===== src/rtl/display_arbiter_if.sv =====
// Display-sharing bus between the two requesters, the idle source and the
// arbiter that drives the 7-segment display interface.
interface display_arbiter_if;
  logic [15:0] idleVal;
  logic        reqA;
  logic [15:0] valA;
  logic        reqB;
  logic [15:0] valB;
  logic [15:0] dispVal;
  logic        grantA;
  logic        grantB;
  logic        busy;

  // Requester/background side: drives requests and values, sees grants.
  modport master (
    output idleVal, reqA, valA, reqB, valB,
    input  dispVal, grantA, grantB, busy
  );

  // Arbiter side.
  modport slave (
    input  idleVal, reqA, valA, reqB, valB,
    output dispVal, grantA, grantB, busy
  );
endinterface


===== src/rtl/display_arbiter.sv =====
// Round-robin arbiter sharing one 16-bit display value between requesters
// A and B, falling back to the idle value when nobody owns the display.
// A granted value is latched and held for DWELL cycles before the next
// arbitration decision.
module display_arbiter #(
  parameter int unsigned DWELL = 5000000
) (
  input  logic            clk5,
  input  logic            reset,
  display_arbiter_if.slave bus
);

  typedef enum logic [1:0] {
    IDLE   = 2'd0,
    SHOW_A = 2'd1,
    SHOW_B = 2'd2
  } state_t;

  // Last dwell cycle; the decision in a SHOW state happens on this count.
  localparam logic [23:0] DWELL_LAST = 24'(DWELL - 1);

  state_t      state_reg, state_next;
  logic [23:0] count_reg, count_next;
  logic        last_b_reg, last_b_next;
  logic [15:0] disp_reg, disp_next;
  logic        grant_a_reg, grant_a_next;
  logic        grant_b_reg, grant_b_next;

  logic decide;
  logic take_a;
  logic take_b;

  // State, dwell counter, pointer and registered outputs.
  always_ff @(posedge clk5) begin
    if (reset) begin
      state_reg   <= IDLE;
      count_reg   <= 24'd0;
      last_b_reg  <= 1'b1;  // A wins the first tie after reset
      disp_reg    <= 16'h0000;
      grant_a_reg <= 1'b0;
      grant_b_reg <= 1'b0;
    end else begin
      state_reg   <= state_next;
      count_reg   <= count_next;
      last_b_reg  <= last_b_next;
      disp_reg    <= disp_next;
      grant_a_reg <= grant_a_next;
      grant_b_reg <= grant_b_next;
    end
  end

  // Arbitration decision and next-state / next-output selection.
  always_comb begin
    state_next   = state_reg;
    count_next   = count_reg;
    last_b_next  = last_b_reg;
    disp_next    = disp_reg;
    grant_a_next = 1'b0;
    grant_b_next = 1'b0;

    // Requests only matter at decision points: every IDLE cycle, or the
    // final dwell cycle of a SHOW state.
    decide = (state_reg == IDLE) || (count_reg == DWELL_LAST);
    // On a tie the pointer favours whoever was not granted last.
    take_a = decide && bus.reqA && (!bus.reqB || last_b_reg);
    take_b = decide && bus.reqB && (!bus.reqA || !last_b_reg);

    if (take_a) begin
      state_next   = SHOW_A;
      count_next   = 24'd0;
      last_b_next  = 1'b0;
      disp_next    = bus.valA;
      grant_a_next = 1'b1;
    end else if (take_b) begin
      state_next   = SHOW_B;
      count_next   = 24'd0;
      last_b_next  = 1'b1;
      disp_next    = bus.valB;
      grant_b_next = 1'b1;
    end else if (decide) begin
      // Nobody wants the display: track the background value.
      state_next = IDLE;
      count_next = 24'd0;
      disp_next  = bus.idleVal;
    end else begin
      // Mid-dwell: hold the latched value and keep counting.
      count_next = count_reg + 24'd1;
    end
  end

  assign bus.dispVal = disp_reg;
  assign bus.grantA  = grant_a_reg;
  assign bus.grantB  = grant_b_reg;
  assign bus.busy    = (state_reg != IDLE);

endmodule


===== src/flat_wrapper.sv =====
// flat-port wrapper written by rule: the top's interface ports become plain ports
module display_arbiter_flat 
#(
  parameter int unsigned DWELL = 5000000
)
  (clk5, reset, bus_idleVal, bus_reqA, bus_valA, bus_reqB, bus_valB, bus_dispVal, bus_grantA, bus_grantB, bus_busy);
  display_arbiter_if bus_i ();
  input  logic clk5;
  input  logic reset;
  input wire logic [$bits(bus_i.idleVal)-1:0] bus_idleVal;
  input wire logic [$bits(bus_i.reqA)-1:0] bus_reqA;
  input wire logic [$bits(bus_i.valA)-1:0] bus_valA;
  input wire logic [$bits(bus_i.reqB)-1:0] bus_reqB;
  input wire logic [$bits(bus_i.valB)-1:0] bus_valB;
  output wire logic [$bits(bus_i.dispVal)-1:0] bus_dispVal;
  output wire logic [$bits(bus_i.grantA)-1:0] bus_grantA;
  output wire logic [$bits(bus_i.grantB)-1:0] bus_grantB;
  output wire logic [$bits(bus_i.busy)-1:0] bus_busy;
  assign bus_i.idleVal = bus_idleVal;
  assign bus_i.reqA = bus_reqA;
  assign bus_i.valA = bus_valA;
  assign bus_i.reqB = bus_reqB;
  assign bus_i.valB = bus_valB;
  assign bus_dispVal = bus_i.dispVal;
  assign bus_grantA = bus_i.grantA;
  assign bus_grantB = bus_i.grantB;
  assign bus_busy = bus_i.busy;
  display_arbiter #(.DWELL(DWELL)) u_core (.clk5(clk5), .reset(reset), .bus(bus_i));
endmodule

===== config.mk =====
export PLATFORM = sky130hd
export DESIGN_NAME = display_arbiter_flat
export DESIGN_NICKNAME = d
export VERILOG_FILES = /design/src/rtl/display_arbiter_if.sv /design/src/rtl/display_arbiter.sv /design/src/flat_wrapper.sv
export SDC_FILE = /design/constraint.sdc
export NUM_CORES = 1
export LEC_CHECK = 0
export ABC_AREA = 0
export BUFFER_PORTS_ARGS = -buffer_cell sky130_fd_sc_hd__buf_2
export CORE_UTILIZATION = 30
export DETAILED_ROUTE_END_ITERATION = 16
export HOLD_SLACK_MARGIN = 0.05
export SYNTH_ARGS = -nofsm -noshare
export SYNTH_HDL_FRONTEND = slang
export SYNTH_SLANG_ARGS = --single-unit

===== constraint.sdc =====
create_clock -name clk5 -period 2.5 [get_ports clk5]
set_input_delay 0.375 -clock clk5 [delete_from_list [all_inputs] [get_ports clk5]]
set_output_delay 0.375 -clock clk5 [all_outputs]
set_load 0.02 [all_outputs]

# After elaboration in Yosys (flattened, before gate mapping)
# Cells that the tools add are included.
# classes
add_sub_neg,1
n_eq_ne,1
mux,10
reduce_logical,17
# op_table
operator,count
16-bit two-way mux,3
24-bit by 1-bit adder with 24-bit output (second input constant),1
24-bit by 23-bit equality test with 1-bit output (second input constant),1
2-bit nonzero test,3
1-bit two-way mux,5
1-bit logical AND,4
2-bit two-way mux,2
4-bit OR reduction,1
1-bit zero test,3
1-bit logical OR,3
3-bit nonzero test,1
2-bit zero test,1
2-bit OR reduction,1
# totals
reg_bits,45
inputBits,52
output_inout_bits,19
word_cells,36

# Depth between registers and ports, before layout
# depth
depth_word,6
depth_mapped,7
ltp_nobuf,5

# Worst setup path before layout
# Ideal clock, no wire load.
# synth_path
path_kind,register -> register
startpoint,register u_core.count_reg[0]
endpoint,register u_core.count_reg[22]
setup_time_ns,0.066
t_arrival_ns,1.827
setup_slack_ns,0.607
path_stages_with_launch,7
path_buffers,1
cell_sequence,dfxtp_1 -> ha_1 -> nand3_2 -> or4_1 -> buf_2 -> or3_1 -> a21oi_2
# synth_between
elab_chain_len,5
word_cells_on_any_way,8
cone_classes,add/sub: 1; eq/ne: 1; reduce/logical: 6
# synth_rtl
item,line_no,text
"start, declared",display_arbiter.sv:23,"logic [23:0] count_reg, count_next;"
"start signal, assigned",display_arbiter.sv:44,count_reg <= count_next;
"parallel branches: the longest is 5 deep, another holds 24-bit by 1-bit adder with 24-bit output",n/a,
# Parallel ways; which one is timed is not known.
# A chain may end at the register's enable or synchronous reset.

# Worst setup path in the final report
# layout_path
startpoint,register u_core.count_reg[0]
endpoint,register u_core.count_reg[20]
# The elaborated chain is that of the path after synthesis.

==> results.cfg <==
[critical_path]
cpLargestDelayFamily = simple AND/OR/NAND/NOR gates
cp_cell_sequence = ha_1 > nand3_2 > or4_1 > or3_1 > a21oi_2
worst_r2r_startpoint = u_core.count_reg[0]
rrSetupSlack_ns = 0.41
r2r_end = u_core.count_reg[20]
crit_type = flip-flop to flip-flop
cp-end-kind = flip-flop
cp_max_fo = 9
critPathLaunchType = flip-flop
cp_num_buf_inv = 0
rr_worst_depth = 5
slowest_stage = or4_1
worstPathRequired_ns = 2.74
crit_arrival_ns = 2.33
slowest_delay_ns = 0.69

[floorplan]
pin_count = 71
die_area_sq_um = 8339
fp-row-count = 32
die_h_microns = 91.32
die_x_microns = 91.32
initial_utilization_pct = 30.97
core_sq_um = 7727

[drt]
routed_wl_microns = 5438
remaining_drc_errors = 0
antenna_left = 0
num_vias = 2171
dr.pass1.iters = 4
drtIter0Drc = 115
drt-vias-per-instance = 4.814
wl_per_cell_microns = 12.06

[power_and_ir_drop]
seq_power_share_pct = 48.4
sw_frac_of_total_pct = 31.32
power.switching_uw = 517.0
power_frac_comb_pct = 22.7
leakage_uw = 0.001171
peakVddDrop_mv = 0.2063
p_int_uw = 1134
p_clk_share_pct = 28.9
powerDensity_nw_per_um2 = 564.3

[yosys]
ys_ff_latch = 45
avgSynthCellArea_sq_um = 8.428
netlist_top_cells_area = dfxtp_1, mux2_2, mux2i_1
ys_seq_area_share_pct = 37.64
yosysTopAreaCellShare_pct = 37.64
yosysTopAreaCell = dfxtp_1
syn-cell-area_sq_um = 2394
syn_nets = 337
synth_flop_cell = dfxtp_1
synth-edff-count = 0
syn_inst = 284
yosysWarnings = 0
async_flop_share_pct = 0
synth_cell_types = 39

[placement]
portBuffers = 70
gp_congestion = 0.7480
hpwl_microns = 3914

[timing]
rsz0062_at_grt = no
finalCriticalPeriod_ns = 2.086
max_freq_mhz = 479.4
hold_violations = 0
worst_pin_slew_ns = 0.8182
fin_skew_ns = 0.01422
setup_violations = 0
tns_ns = 0
finalCritPeriodShare_pct = 83.43
drv_slew = 0
max_slew_margin_pct = 45.42

[clocking]
cts_setup_buffers = 0
clock_latency_ns = 0.31
cts_resized = 0
hold_buffers = 0
root_buffer = clkbuf_8
cts.htree.levels = 2
cts_tree = yes
clk_pin_slew_worst_paths_ns = 0.10
cts.sinks = 45
cts.path.max_buffers = 2
numCtsBuffers = 5

[final_layout]
nFillCells = 807
largest_reg_flops = 24
syn2layout_area_growth_pct = 22.22
drive_above_1_share_pct = 31.52
post-route-util_pct = 37.86
antenna_cells = 0
nets = 401

[global_routing]
antenna_found_initial = 0
grt_max_degree = 26
grt_overflow = 0
grt_usage_pct = 14.04
grt_pass1_wl_microns = 9425
grt_pass1_vias = 2045

[status]
status = finished, final reports clean

[hold_path]
hold_path.class = input pin to flip-flop
min_from = bus_reqB
min_path_cells = 3
whs_endpoint = u_core.last_b_reg

[flow_run]
drv_cap = 0
-- power groups by stage --
stage | Combinational (uW) | Clock, uW | Sequential [uW]
after detailed placement | 379 | 0 | 815
after global routing | 413 | 537 | 806
final | 374 | 477 | 800
after floorplan | 199 | 0 | 867
after CTS | 379 | 499 | 801
after global placement | 376 | 0 | 814
-- metal layers --
metal / global-route usage, % / up-vias / part of all wire (%)
met5: 0 / - / 0
met3: 3.518 / 6 / 5.4
li1: - / 1129 / -
met2: 22.35 / 62 / 44
met4: 5.159 / 0 / 1.6
met1: 18.29 / 974 / 49
-- final cells by class --
type,count,area (sq um),share of cell area [%]
inverter,23,86.33,2.951
multi-input combinational,197,1321,45.17
tap,102,127.6,4.363
clock inverter,3,25.02,0.8554
clock buffer,5,68.82,2.352
sequential,45,900.9,30.80
timing repair buffer,76,395.4,13.52
-- worst max path at each step --
stage	start	endpoint	cells after the start
floorplan	u_core.count_reg[0]	u_core.count_reg[22]	6
CTS	u_core.count_reg[0]	u_core.count_reg[8]	6
finish	u_core.count_reg[0]	u_core.count_reg[20]	5
detailed placement	u_core.count_reg[0]	u_core.count_reg[8]	6
global route	u_core.count_reg[0]	u_core.count_reg[12]	6
global placement	u_core.count_reg[0]	u_core.count_reg[3]	6
-- layout by cell type, fill, tap and decap left out, types with 5 or more instances in the layout --
| master | n |
|---|---|
| dfxtp_1 | 45 |
| nor4_1 | 9 |
| nor3_1 | 5 |
| inv_1 | 23 |
| or3_1 | 6 |
| nand3_1 | 6 |
| nor2_1 | 19 |
| buf_2 | 70 |
| nand4_1 | 9 |
| clkbuf_8 | 5 |
| mux2_2 | 16 |
| xnor2_1 | 11 |
| a31oi_1 | 16 |
| nand2_1 | 23 |
| buf_4 | 6 |
| mux2i_1 | 16 |
| o21ai_0 | 25 |
-- cell families (layout without fill, tap and decap cells) --
kind of cell | Yosys count | in the layout | synth area share (%)
multiplexers | 32 | 32 | 14.22
XOR/XNOR | 15 | 15 | 5.489
flip-flops | 45 | 45 | 37.64
AO/OA/AOI/OAI | 54 | 54 | 13.64
adder cells (fa/ha/maj) | 1 | 1 | 0.5227
AND/OR/NAND/NOR | 95 | 95 | 21.17
buffers and inverters | 42 | 107 | 7.318
-- tightest hold or removal path: stages --
cell and delay, ns:
buf_2 0.09, nor3_1 0.05, nor4_1 0.16
-- through the flow --
stage	power [uW]	instance area [sq um]	setup slack, ns	std cells	hold WS [ns]
3_3_place_gp	1190	2831	0.4964	443	0.4425
2_1_floorplan	1066	2394	0.6074	284	0.4372
6_report	1651	2925	0.4142	451	0.4275
3_5_place_dp	1194	2831	0.4356	443	0.4539
4_1_cts	1679	2925	0.3957	451	0.4195
5_1_grt	1756	2925	0.2824	451	0.4460
-- cell usage after synthesis, types with 2 or more instances --
| cell type | n |
|---|---|
| a21oi_1 | 5 |
| a21oi_2 | 3 |
| a31oi_1 | 16 |
| and3_1 | 3 |
| and4_1 | 2 |
| buf_2 | 5 |
| clkbuf_1 | 12 |
| dfxtp_1 | 45 |
| inv_1 | 23 |
| mux2_2 | 16 |
| mux2i_1 | 16 |
| nand2_1 | 23 |
| nand3_1 | 6 |
| nand4_1 | 9 |
| nor2_1 | 19 |
| nor3_1 | 5 |
| nor3b_1 | 2 |
| nor4_1 | 9 |
| o21ai_0 | 25 |
| o2bb2ai_1 | 2 |
| or3_1 | 6 |
| or4_4 | 2 |
| xnor2_1 | 11 |
| xor2_1 | 4 |
Power figures use the tool's default switching activity.
